===== src/rtl/mac_seq_pkg.sv =====
// Shared types and timing constants for the dot-product sequencer.
// The MAC issue spacing follows from the mac_unit pipeline depth.
package mac_seq_pkg;

  typedef enum logic [2:0] {
    IDLE    = 3'd0,
    FETCH   = 3'd1,
    ISSUE   = 3'd2,
    WAIT1   = 3'd3,
    WAIT2   = 3'd4,
    CAPTURE = 3'd5,
    RESULT  = 3'd6
  } state_e;

  localparam int MAC_LATENCY    = 2;
  localparam int ISSUE_INTERVAL = MAC_LATENCY + 1;

endpackage


===== src/rtl/mac_dot_seq.sv =====
// Dot-product sequencer: bias + sum(A[i]*B[i]) on a 2-stage mac_unit fed from
// two synchronous-read operand memories; the result leaves over valid/ready.
module mac_dot_seq
  import mac_seq_pkg::*;
#(
  parameter int DATA_A_WIDTH = 8,
  parameter int DATA_B_WIDTH = 8,
  parameter int ACCUM_WIDTH  = 32,
  parameter int ADDR_WIDTH   = 10,
  parameter int LEN_WIDTH    = 11
) (
  input  logic                    clk,
  input  logic                    rst_n,
  input  logic                    start,
  input  logic                    abort,
  input  logic [LEN_WIDTH-1:0]    len,
  input  logic [ADDR_WIDTH-1:0]   base_a,
  input  logic [ADDR_WIDTH-1:0]   base_b,
  input  logic [ACCUM_WIDTH-1:0]  bias,
  output logic                    busy,
  output logic                    a_rd_en,
  output logic [ADDR_WIDTH-1:0]   a_rd_addr,
  input  logic [DATA_A_WIDTH-1:0] a_rd_data,
  output logic                    b_rd_en,
  output logic [ADDR_WIDTH-1:0]   b_rd_addr,
  input  logic [DATA_B_WIDTH-1:0] b_rd_data,
  output logic                    mac_en,
  output logic [DATA_A_WIDTH-1:0] mac_data_a,
  output logic [DATA_B_WIDTH-1:0] mac_data_b,
  output logic [ACCUM_WIDTH-1:0]  mac_accum_in,
  input  logic [ACCUM_WIDTH-1:0]  mac_accum_out,
  output logic                    res_valid,
  output logic [ACCUM_WIDTH-1:0]  res_data,
  input  logic                    res_ready,
  output state_e                  dbg_state
);

  state_e                  state_q, state_d;
  logic [LEN_WIDTH-1:0]    idx_q, idx_d;
  logic [LEN_WIDTH-1:0]    len_q, len_d;
  logic [ADDR_WIDTH-1:0]   base_a_q, base_a_d;
  logic [ADDR_WIDTH-1:0]   base_b_q, base_b_d;
  logic [ACCUM_WIDTH-1:0]  bias_q, bias_d;
  logic                    busy_q, busy_d;
  logic                    a_rd_en_q, a_rd_en_d;
  logic                    b_rd_en_q, b_rd_en_d;
  logic [ADDR_WIDTH-1:0]   a_rd_addr_q, a_rd_addr_d;
  logic [ADDR_WIDTH-1:0]   b_rd_addr_q, b_rd_addr_d;
  logic                    mac_en_q, mac_en_d;
  logic                    res_valid_q, res_valid_d;
  logic [ACCUM_WIDTH-1:0]  res_data_q, res_data_d;

  logic [LEN_WIDTH-1:0]    next_idx;
  logic [ADDR_WIDTH-1:0]   next_off;
  logic                    more_elems;

  assign next_idx   = idx_q + LEN_WIDTH'(1);
  assign next_off   = next_idx[ADDR_WIDTH-1:0];
  assign more_elems = (next_idx < len_q);

  // Operand data goes straight from the memories into the MAC; only element 0
  // starts from the bias, later elements chain the MAC's own output.
  assign mac_data_a   = a_rd_data;
  assign mac_data_b   = b_rd_data;
  assign mac_accum_in = (idx_q == '0) ? bias_q : mac_accum_out;

  // Result handshake: res_valid rises with res_data already stable; both hold
  // unchanged until a cycle where res_valid && res_ready, which is the transfer.
  always_comb begin
    state_d     = state_q;
    idx_d       = idx_q;
    len_d       = len_q;
    base_a_d    = base_a_q;
    base_b_d    = base_b_q;
    bias_d      = bias_q;
    busy_d      = busy_q;
    a_rd_en_d   = 1'b0;
    b_rd_en_d   = 1'b0;
    a_rd_addr_d = a_rd_addr_q;
    b_rd_addr_d = b_rd_addr_q;
    mac_en_d    = 1'b0;
    res_valid_d = res_valid_q;
    res_data_d  = res_data_q;

    case (state_q)
      IDLE: begin
        if (start) begin
          len_d    = len;
          base_a_d = base_a;
          base_b_d = base_b;
          bias_d   = bias;
          idx_d    = '0;
          busy_d   = 1'b1;
          if (len == '0) begin
            res_data_d  = bias;
            res_valid_d = 1'b1;
            state_d     = RESULT;
          end else begin
            a_rd_en_d   = 1'b1;
            b_rd_en_d   = 1'b1;
            a_rd_addr_d = base_a;
            b_rd_addr_d = base_b;
            state_d     = FETCH;
          end
        end
      end
      FETCH: begin
        mac_en_d = 1'b1;
        state_d  = ISSUE;
      end
      ISSUE: begin
        state_d = WAIT1;
      end
      WAIT1: begin
        // Strobes are registered, so the overlapped read for the next element
        // is launched here to be visible throughout WAIT2.
        if (more_elems) begin
          a_rd_en_d   = 1'b1;
          b_rd_en_d   = 1'b1;
          a_rd_addr_d = base_a_q + next_off;
          b_rd_addr_d = base_b_q + next_off;
        end
        state_d = WAIT2;
      end
      WAIT2: begin
        if (more_elems) begin
          idx_d    = next_idx;
          mac_en_d = 1'b1;
          state_d  = ISSUE;
        end else begin
          state_d = CAPTURE;
        end
      end
      CAPTURE: begin
        res_data_d  = mac_accum_out;
        res_valid_d = 1'b1;
        state_d     = RESULT;
      end
      RESULT: begin
        if (res_ready) begin
          res_valid_d = 1'b0;
          busy_d      = 1'b0;
          state_d     = IDLE;
        end
      end
      default: begin
        state_d = IDLE;
        busy_d  = 1'b0;
      end
    endcase

    // Any MAC result still in flight is simply never picked up.
    if (abort) begin
      state_d     = IDLE;
      idx_d       = '0;
      busy_d      = 1'b0;
      a_rd_en_d   = 1'b0;
      b_rd_en_d   = 1'b0;
      mac_en_d    = 1'b0;
      res_valid_d = 1'b0;
    end
  end

  always_ff @(posedge clk or negedge rst_n) begin
    if (!rst_n) begin
      state_q     <= IDLE;
      idx_q       <= '0;
      len_q       <= '0;
      base_a_q    <= '0;
      base_b_q    <= '0;
      bias_q      <= '0;
      busy_q      <= 1'b0;
      a_rd_en_q   <= 1'b0;
      b_rd_en_q   <= 1'b0;
      a_rd_addr_q <= '0;
      b_rd_addr_q <= '0;
      mac_en_q    <= 1'b0;
      res_valid_q <= 1'b0;
      res_data_q  <= '0;
    end else begin
      state_q     <= state_d;
      idx_q       <= idx_d;
      len_q       <= len_d;
      base_a_q    <= base_a_d;
      base_b_q    <= base_b_d;
      bias_q      <= bias_d;
      busy_q      <= busy_d;
      a_rd_en_q   <= a_rd_en_d;
      b_rd_en_q   <= b_rd_en_d;
      a_rd_addr_q <= a_rd_addr_d;
      b_rd_addr_q <= b_rd_addr_d;
      mac_en_q    <= mac_en_d;
      res_valid_q <= res_valid_d;
      res_data_q  <= res_data_d;
    end
  end

  assign busy      = busy_q;
  assign a_rd_en   = a_rd_en_q;
  assign b_rd_en   = b_rd_en_q;
  assign a_rd_addr = a_rd_addr_q;
  assign b_rd_addr = b_rd_addr_q;
  assign mac_en    = mac_en_q;
  assign res_valid = res_valid_q;
  assign res_data  = res_data_q;
  assign dbg_state = state_q;

endmodule


===== config.mk =====
export PLATFORM = sky130hd
export DESIGN_NAME = mac_dot_seq
export DESIGN_NICKNAME = d
export VERILOG_FILES = /design/src/rtl/mac_seq_pkg.sv /design/src/rtl/mac_dot_seq.sv
export SDC_FILE = /design/constraint.sdc
export NUM_CORES = 1
export LEC_CHECK = 0
export CORE_UTILIZATION = 49
export CTS_BUF_LIST = sky130_fd_sc_hd__clkbuf_2 sky130_fd_sc_hd__clkbuf_4 sky130_fd_sc_hd__clkbuf_8
export DETAILED_ROUTE_END_ITERATION = 6
export PLACE_DENSITY_LB_ADDON = 0.15
export SKIP_CTS_REPAIR_TIMING = 1
export SLEW_MARGIN = 20
export SYNTH_ARGS = -nofsm -noshare
export SYNTH_HDL_FRONTEND = slang
export SYNTH_SLANG_ARGS = --single-unit

===== constraint.sdc =====
create_clock -name clk -period 4.5 [get_ports clk]
set_input_delay 0.9 -clock clk [delete_from_list [all_inputs] [get_ports clk]]
set_output_delay 0.9 -clock clk [all_outputs]
set_load 0.05 [all_outputs]

==> flow_summary.ini, run 1 <==
[final_layout]
area_delta_synth_final_pct = 30.72
fillers = 1153
drive_above_1_share_pct = 19.68
nets = 1005
final_area_um2 = 9813
layoutNonFillerInstCount = 1053
n_antenna_cell = 0

[worst_setup_path]
crit_buf_inv = 3
max_stage_delay_ns = 0.70
cp.depth = 6
critPathCaptureType = output pin
path_max_fanout = 32
ff2ff_path_depth = 13
startpoint_type = flop
arrival_ns = 2.92
crit_slowest_cell = clkdlybuf4s50_1
cp_data_required_time_ns = 3.60
cp_top_family = buffers and inverters
crit_type = reg2out
path_cells = inv_1, ha_1, nand4b_1, buf_4, mux2_2, clkdlybuf4s50_1

[pwr]
post-layout-total-power_w = 0.005939
clkPwrFrac_pct = 16.8
intPower_w = 0.003330
power.switching_w = 0.002610
pwr-share-comb_pct = 51.9
power.density_nw_per_um2 = 605.2
switching_share_pct = 43.94
ir_drop_mv = 0.3473
p_seq_share_pct = 31.3
power.leakage_nw = 4.309

[global_routing]
grtUsageMet3_pct = 8.284
met2_usage_pct = 41.27
grt_pass1_vias = 6133
top_usage_layer = met2
grt_pass1_wl_mm = 30.98
globalRouteMet1Util_pct = 31.03
grt_max_degree = 79
grtUsageTotal_pct = 25.10
antenna_found_initial = 0
grt-ovfl-total = 0

[logic_synthesis]
syn_avg_cell_area_um2 = 10.88
synth.largest_area_cell = dfrtp_1
yosysWarningCount = 0
async_flop_share_pct = 100.0
synthTopCellsByArea = dfrtp_1 (44%), mux2_2 (14%), ha_1 (5.0%), mux2i_1 (4.5%), nor2_1 (2.7%)
yosysUniqueCellTypes = 57
synth_top_area_share_pct = 44.33
ys.flop_type = dfrtp_1
syn_inst = 690
netlist_area_um2 = 7507
ys_ff_latch = 133
synth_edf_count = 0
yosysSeqAreaShare_pct = 44.33
syn_nets = 838

[placement]
placedCellCount = 1022
port_buffers = 191
gp_congestion = 0.8882
dp_hpwl_mm = 13.65
placed_area_um2 = 9420

[floorplan]
fp.dieW_um = 125.8
ios = 224
initial_core_util_pct = 50.88
core-area_um2 = 14750
die_y_um = 125.8
rows = 44
die-area_um2 = 15820

[timing]
rsz0062_at_grt = false
post-route-period-util_pct = 84.94
finalSetupViolations = 0
drv_slew = 0
maxSlewHeadroom_pct = 31.44
finalHoldViolCount = 0
worst_pin_slew_ns = 1.025
hold_slack_ns = 0.4929
fin_skew_ns = 0.008174
tns_ns = 0
max_freq_mhz = 261.6
final.min_clock_period_ns = 3.822

[clocking]
h-tree-depth = 4
path_clk_slew_ns = 0.07
cts_tree = built
clockBufferDepth = 2
clk_latency_ns = 0.44
cts_sinks = 133
cts-root-buf = clkbuf_8
numCtsBuffers = 17

[route]
viasPerCell = 5.575
drt_iter0_markers = 293
via_count = 5871
wl_mm = 19.12
first_pass_iters = 7
wl_per_cell_um = 18.15
final_antenna_net_count = 0
drc_errors = 0

[run_status]
outcome = finished, final reports clean

[flow_run]
maxCapViolCount = 0

[hold_path]
holdCritPathClass = in2async
==> path summary, 6_finish.rpt <==
kind / start / endpoint / slack (ns)
worst max register to register: idx_q[0]$_DFFE_PN0P_ / a_rd_addr[9]$_DFFE_PN0P_ / 0.95
worst min-delay path: rst_n / a_rd_addr[1]$_DFFE_PN0P_ / 0.49
worst max-delay path: idx_q[0]$_DFFE_PN0P_ / mac_accum_in[27] / 0.68
min in group clk: bias_q[12]$_DFFE_PN0P_ / bias_q[12]$_DFFE_PN0P_ / 0.51
max in group asynchronous: rst_n / res_data[7]$_DFFE_PN0P_ / 3.12
worst min register to register: bias_q[12]$_DFFE_PN0P_ / bias_q[12]$_DFFE_PN0P_ / 0.51
==> final cells by class <==
| class | count | area [um2] | share of cell area, % |
|---|---|---|---|
| clock buffers | 22 | 290.3 | 2.958 |
| multi-input cells | 481 | 3784 | 38.56 |
| repair buffers | 202 | 1996 | 20.34 |
| flip-flops and latches | 133 | 3328 | 33.92 |
| clock inverters | 9 | 102.6 | 1.046 |
| well taps | 184 | 230.2 | 2.346 |
| inverters | 22 | 82.58 | 0.8415 |
==> cells in the mapped netlist, types with 6 or more instances <==
cell type and instances:
a211oi_1 6, buf_2 10, xor2_1 9, clkbuf_1 18, a21oi_1 31, a21oi_2 18, mux2_2 92, nor3_1 11
nand3_1 11, nor2_1 53, inv_1 22, ha_1 30, nand2_1 46, buf_4 20, dfrtp_1 133, mux2i_1 34
xnor2_1 13, o21ai_0 33, a31oi_1 7, mux2_4 7, nand2b_1 6
==> cell usage in the layout (no fill, tap or decap), types with 7 or more instances in the layout <==
master           count
mux2_2              92
clkbuf_8            20
mux2i_1             34
a31oi_1              7
nor2_1              53
a21oi_1             31
clkdlybuf4s50_1    190
nand3_1             11
nor3_1              10
a21oi_2             17
xnor2_1             13
inv_1               22
buf_4               11
xor2_1               9
dfrtp_1            133
o21ai_0             33
mux2_4               7
nand2_1             45
ha_1                30
==> flip-flops by register name, summed over array words and instances (netlist names) <==
name / flops
mac_en: 1
dbg_state: 3
base_b_q: 10
busy: 1
b_rd_en: 1
idx_q: 11
base_a_q: 10
len_q: 11
a_rd_addr: 10
res_valid: 1
res_data: 32
bias_q: 32
b_rd_addr: 10
==> metal layers <==
metal	part of all wire, %	wire length [um]
met1	43	8207
met2	47	9052
met4	2.1	397
met3	7.6	1459
met5	0	0
==> logic make-up (layout without fill, tap and decap cells) <==
logic type	after synthesis	in the layout	share of synthesized area, %
buffers and inverters	76	255	5.466
AOI/OAI and AO/OA	134	134	12.13
DFF	133	133	44.33
xor gates and xnor gates	23	23	2.867
muxes	133	133	19.73
and+or+nand+nor	159	159	9.934
adders and majority gates	32	32	5.533
==> through the flow <==
stage               setup slack, ns  utilization [%]
floorplan                     1.394                -
global placement              1.087            63.85
detailed placement            1.060            63.85
CTS                          0.6452            66.51
global route                 0.5644            66.51
finish                       0.6778            66.51
==> power by group through the flow <==
| stage | Clock, W | Combinational [W] | Sequential [W] |
|---|---|---|---|
| floorplan | 0 | 0.00133 | 0.00264 |
| global placement | 0 | 0.00305 | 0.00186 |
| detailed placement | 0 | 0.00308 | 0.00188 |
| CTS | 0.00102 | 0.00310 | 0.00187 |
| global route | 0.00107 | 0.00324 | 0.00191 |
| finish | 0.000997 | 0.00308 | 0.00186 |
(Power assumes the default switching activity.)
==> run 2: changes to the inputs <==
CORE_UTILIZATION = 44   (was 49)
clock period = 3.5 ns   (was 4.5 ns; I/O delays follow)
==> flow_summary.ini, run 2 (synthesis gave the netlist of run 1 again) <==
[global_routing]
antenna_found_initial = 1
grtUsageTotal_pct = 23.05
grt-ovfl-total = 0
grt_max_degree = 76
grt_pass1_vias = 6190
grt_pass1_wl_mm = 31.53

[floorplan]
fp.dieW_um = 132.6
core-area_um2 = 16640
initial_core_util_pct = 45.11
die_y_um = 132.6
die-area_um2 = 17590
rows = 47
ios = 224

[final_layout]
fillers = 1359
nets = 1010
final_cell_mix = clkdlybuf4s50_1 (158), dfrtp_1 (133), mux2_2 (92)
n_antenna_cell = 0
final_area_um2 = 10170
multi_input_area_um2 = 3804
drive_above_1_share_pct = 24.23
register_area_um2 = 3328
layout_commonest_cell = clkdlybuf4s50_1
area_delta_synth_final_pct = 35.45

[worst_setup_path]
r2r_slack_ns = 0.17
crit_buf_inv = 2
arrival_ns = 3.66
max_stage_delay_ns = 0.43
path_max_fanout = 6
r2r_end = a_rd_addr[7]$_DFFE_PN0P_
ff2ff_path_depth = 13
cp_data_required_time_ns = 3.84
crit_slowest_cell = dfrtp_1
worstReg2RegStart = idx_q[0]$_DFFE_PN0P_
cp_top_family = simple AND/OR/NAND/NOR gates
path_cells = ha_1, nand3_1, nor4_1, buf_4, xnor2_1, ha_1, a211oi_1, o21ai_0, o221ai_2, nand3_2, nand2_4, buf_4, mux2_4
crit_type = reg2reg
startpoint_type = flop
critPathCaptureType = flop

[timing]
final.min_clock_period_ns = 3.327
finalHoldViolCount = 0
post-route-period-util_pct = 95.05
fin_skew_ns = 0.01080
hold_slack_ns = 0.2638
max_freq_mhz = 300.6
maxSlewHeadroom_pct = 34.20
rsz0062_at_grt = true
drv_slew = 0
finalSetupViolations = 0
worst_pin_slew_ns = 0.9846

[route]
viasPerCell = 5.349
wl_mm = 19.33
drc_errors = 0
wl_per_cell_um = 17.65
first_pass_iters = 4
drt_iter0_markers = 219
final_antenna_net_count = 0
via_count = 5857

[pwr]
power.leakage_nw = 4.493
ir_drop_mv = 0.5315
power.density_nw_per_um2 = 783.1

[clocking]
cts-root-buf = clkbuf_8
clockBufferDepth = 2
clk_latency_ns = 0.45
numCtsBuffers = 17
cts_sinks = 133
cts_tree = built
h-tree-depth = 4
path_clk_slew_ns = 0.08

[placement]
placed_area_um2 = 9683
dp_hpwl_mm = 14.12
gp_congestion = 0.8507
port_buffers = 191

[run_status]
outcome = finished, final reports clean

[hold_path]
holdCritPathClass = in2async

[flow_run]
maxCapViolCount = 0
[run 2: per-layer routing]
| metal | wire length (um) | track usage [%] |
|---|---|---|
| met1 | 8102 | 27.40 |
| met2 | 9360 | 38.60 |
| met3 | 1643 | 8.544 |
| met4 | 222 | 7.344 |
| met5 | 0 | 0 |
[run 2: worst max path at each step]
stage,from,end,slack (ns),cells past startpoint
floorplan,idx_q[0]$_DFFE_PN0P_,a_rd_addr[0]$_DFFE_PN0P_,0.39,12
global placement,idx_q[0]$_DFFE_PN0P_,idx_q[9]$_DFFE_PN0P_,0.17,11
detailed placement,idx_q[1]$_DFFE_PN0P_,idx_q[9]$_DFFE_PN0P_,0.07,11
CTS,idx_q[1]$_DFFE_PN0P_,idx_q[9]$_DFFE_PN0P_,0.02,11
global route,idx_q[1]$_DFFE_PN0P_,a_rd_addr[1]$_DFFE_PN0P_,-0.01,13
finish,idx_q[0]$_DFFE_PN0P_,a_rd_addr[7]$_DFFE_PN0P_,0.17,13
[run 2: worst reg2reg max path: stages, from the launching register on]
cell      delay, ns
dfrtp_1        0.43
ha_1           0.26
nand3_1        0.16
nor4_1         0.25
buf_4          0.17
xnor2_1        0.21
ha_1           0.33
a211oi_1       0.23
o21ai_0        0.14
o221ai_2       0.26
nand3_2        0.17
nand2_4        0.13
buf_4          0.18
mux2_4         0.31
[run 2: through the flow]
stage,cells,TNS (ns),setup slack (ns),total power (W),util [%]
2_1_floorplan,690,0,0.3941,0.005100,-
3_3_place_gp,1061,0,0.1692,0.006525,58.18
3_5_place_dp,1061,0,0.07183,0.006591,58.18
4_1_cts,1093,0,0.01639,0.008018,60.82
5_1_grt,1095,-0.05129,-0.01328,0.008374,61.10
6_report,1095,0,0.1731,0.007963,61.10
[run 2: cell type report]
class | instances | share of cell area, %
repair buffers | 207 | 22.04
inverters | 22 | 0.8121
clock buffers | 21 | 2.842
multi-input cells | 481 | 37.41
flip-flops and latches | 133 | 32.73
clock inverters | 11 | 1.464
well taps | 220 | 2.707
[run 2: power breakdown]
group / switching, W / internal [W]
combinational: 0.00248 / 0.00168
sequential: 0.000329 / 0.00207
clock: 0.000615 / 0.000781
total: 0.00343 / 0.00454
==> run 3: changes to the inputs <==
CORE_UTILIZATION = 49   (was 44)
clock period = 3.6 ns   (was 3.5 ns; I/O delays follow)
==> flow_summary.ini, run 3 (synthesis gave the netlist of run 1 again) <==
[run_status]
outcome = finished, final reports clean

[route]
drt_iter0_markers = 341
final_antenna_net_count = 0
drc_errors = 0
viasPerCell = 5.621
first_pass_iters = 7
wl_per_cell_um = 18.65
via_count = 5975
wl_mm = 19.83

[worst_setup_path]
cp_data_required_time_ns = 3.92
startpoint = idx_q[1]$_DFFE_PN0P_
crit_end = b_rd_addr[1]$_DFFE_PN0P_
r2r_slack_ns = 0.18
path_max_fanout = 17
ff2ff_path_depth = 11
crit_type = reg2reg
worstReg2RegStart = idx_q[1]$_DFFE_PN0P_
critPathCaptureType = flop
r2r_end = b_rd_addr[1]$_DFFE_PN0P_
startpoint_type = flop
arrival_ns = 3.74

[floorplan]
core-area_um2 = 14750
fp.dieW_um = 125.8
initial_core_util_pct = 50.88
rows = 44
ios = 224
die_y_um = 125.8
die-area_um2 = 15820

[pwr]
intPower_w = 0.004052
switching_share_pct = 44.83
pwr-share-comb_pct = 52.4
ir_drop_mv = 0.4744
clkPwrFrac_pct = 15.8
p_seq_share_pct = 31.9
power.density_nw_per_um2 = 732.4
power.leakage_nw = 4.662
power.switching_w = 0.003293

[timing]
drv_slew = 0
final.min_clock_period_ns = 3.416
hold_slack_ns = 0.3055
tns_ns = 0
post-route-period-util_pct = 94.90
finalSetupViolations = 0
max_freq_mhz = 292.7
fin_skew_ns = 0.01043
worst_pin_slew_ns = 1.086
maxSlewHeadroom_pct = 27.37
finalHoldViolCount = 0

[final_layout]
layout_commonest_cell = clkdlybuf4s50_1
final_area_um2 = 10030
nets = 1014
layoutNonFillerInstCount = 1063
final_cell_mix = clkdlybuf4s50_1 (158), dfrtp_1 (133), mux2_2 (92)
drive_above_1_share_pct = 20.71
n_antenna_cell = 0
area_delta_synth_final_pct = 33.60

[placement]
gp_congestion = 0.9143
port_buffers = 191
placed_area_um2 = 9575
dp_hpwl_mm = 14.21
placedCellCount = 1031

[clocking]
cts-root-buf = clkbuf_8
clockBufferDepth = 2
numCtsBuffers = 17
h-tree-depth = 4
cts_sinks = 133
cts_tree = built
path_clk_slew_ns = 0.07
clk_latency_ns = 0.44

[global_routing]
grtUsageTotal_pct = 25.88
grt-ovfl-total = 0
grt_max_degree = 78
grt_pass1_wl_mm = 31.97
antenna_found_initial = 0
grt_pass1_vias = 6253

[flow_run]
maxCapViolCount = 0

[hold_path]
holdCritPathClass = in2async
==> run 3: cell types whose count changed in the layout (fill, tap and decap cells not counted), moves of 2 or more <==
| cell | change |
|---|---|
| clkbuf_8 | -3 |
| dlymetal6s2s_1 | +32 |
| buf_4 | -12 |
| clkinv_2 | +4 |
| bufinv_16 | -2 |
| buf_12 | -16 |
==> run 3: how the worst min path moves through the flow <==
stage | slack [ns] | depth (start not counted) | endpoint | from
floorplan | 0.42 | 0 | a_rd_addr[0]$_DFFE_PN0P_ | rst_n
global placement | 0.48 | 1 | bias_q[3]$_DFFE_PN0P_ | bias_q[3]$_DFFE_PN0P_
detailed placement | 0.49 | 1 | bias_q[2]$_DFFE_PN0P_ | bias_q[2]$_DFFE_PN0P_
CTS | 0.32 | 1 | a_rd_addr[1]$_DFFE_PN0P_ | rst_n
global route | 0.35 | 1 | base_a_q[1]$_DFFE_PN0P_ | rst_n
finish | 0.31 | 1 | base_a_q[1]$_DFFE_PN0P_ | rst_n
==> run 3: critical path, cell delays in order, from the launching register on <==
cell	delay, ns
dfrtp_1	0.42
ha_1	0.25
nand3_1	0.16
nor4_1	0.41
xnor2_1	0.21
ha_1	0.29
a211oi_1	0.24
o21ai_0	0.15
o221ai_2	0.24
nand3_1	0.29
nand2_8	0.26
mux2_2	0.36
==> run 3: cell type report <==
type | count | area [um2]
Inverter | 22 | 82.58
Clock inverter | 13 | 108.9
Clock buffer | 19 | 255.2
Multi-Input combinational cell | 481 | 3794
Sequential cell | 133 | 3328
Fill cell | 1105 | 4725
Tap cell | 184 | 230.2
Timing Repair Buffer | 211 | 2231
==> run 3: metrics by stage <==
step	setup slack, ns	power (W)	utilization (%)
2_1_floorplan	0.4941	0.004958	-
3_3_place_gp	0.3445	0.006144	64.90
3_5_place_dp	0.2817	0.006236	64.90
4_1_cts	0.02418	0.007411	67.37
5_1_grt	-0.05050	0.007717	67.98
6_report	0.1837	0.007346	67.98
==> run 3: metal layers <==
layer	GRT usage (%)	vias up	share of wire (%)
met4	9.639	0	2.5
met2	43.50	231	49
met5	0	-	0
met1	31.03	2895	41
met3	8.411	39	7.9
li1	-	2810	-
==> run 3: power groups by stage <==
stage          Sequential, W  Combinational, W  Clock (W)
2_1_floorplan        0.00330           0.00166          0
6_report             0.00234           0.00385    0.00116
3_5_place_dp         0.00236           0.00387          0
5_1_grt              0.00242           0.00405    0.00125
4_1_cts              0.00234           0.00388    0.00119
3_3_place_gp         0.00233           0.00381          0
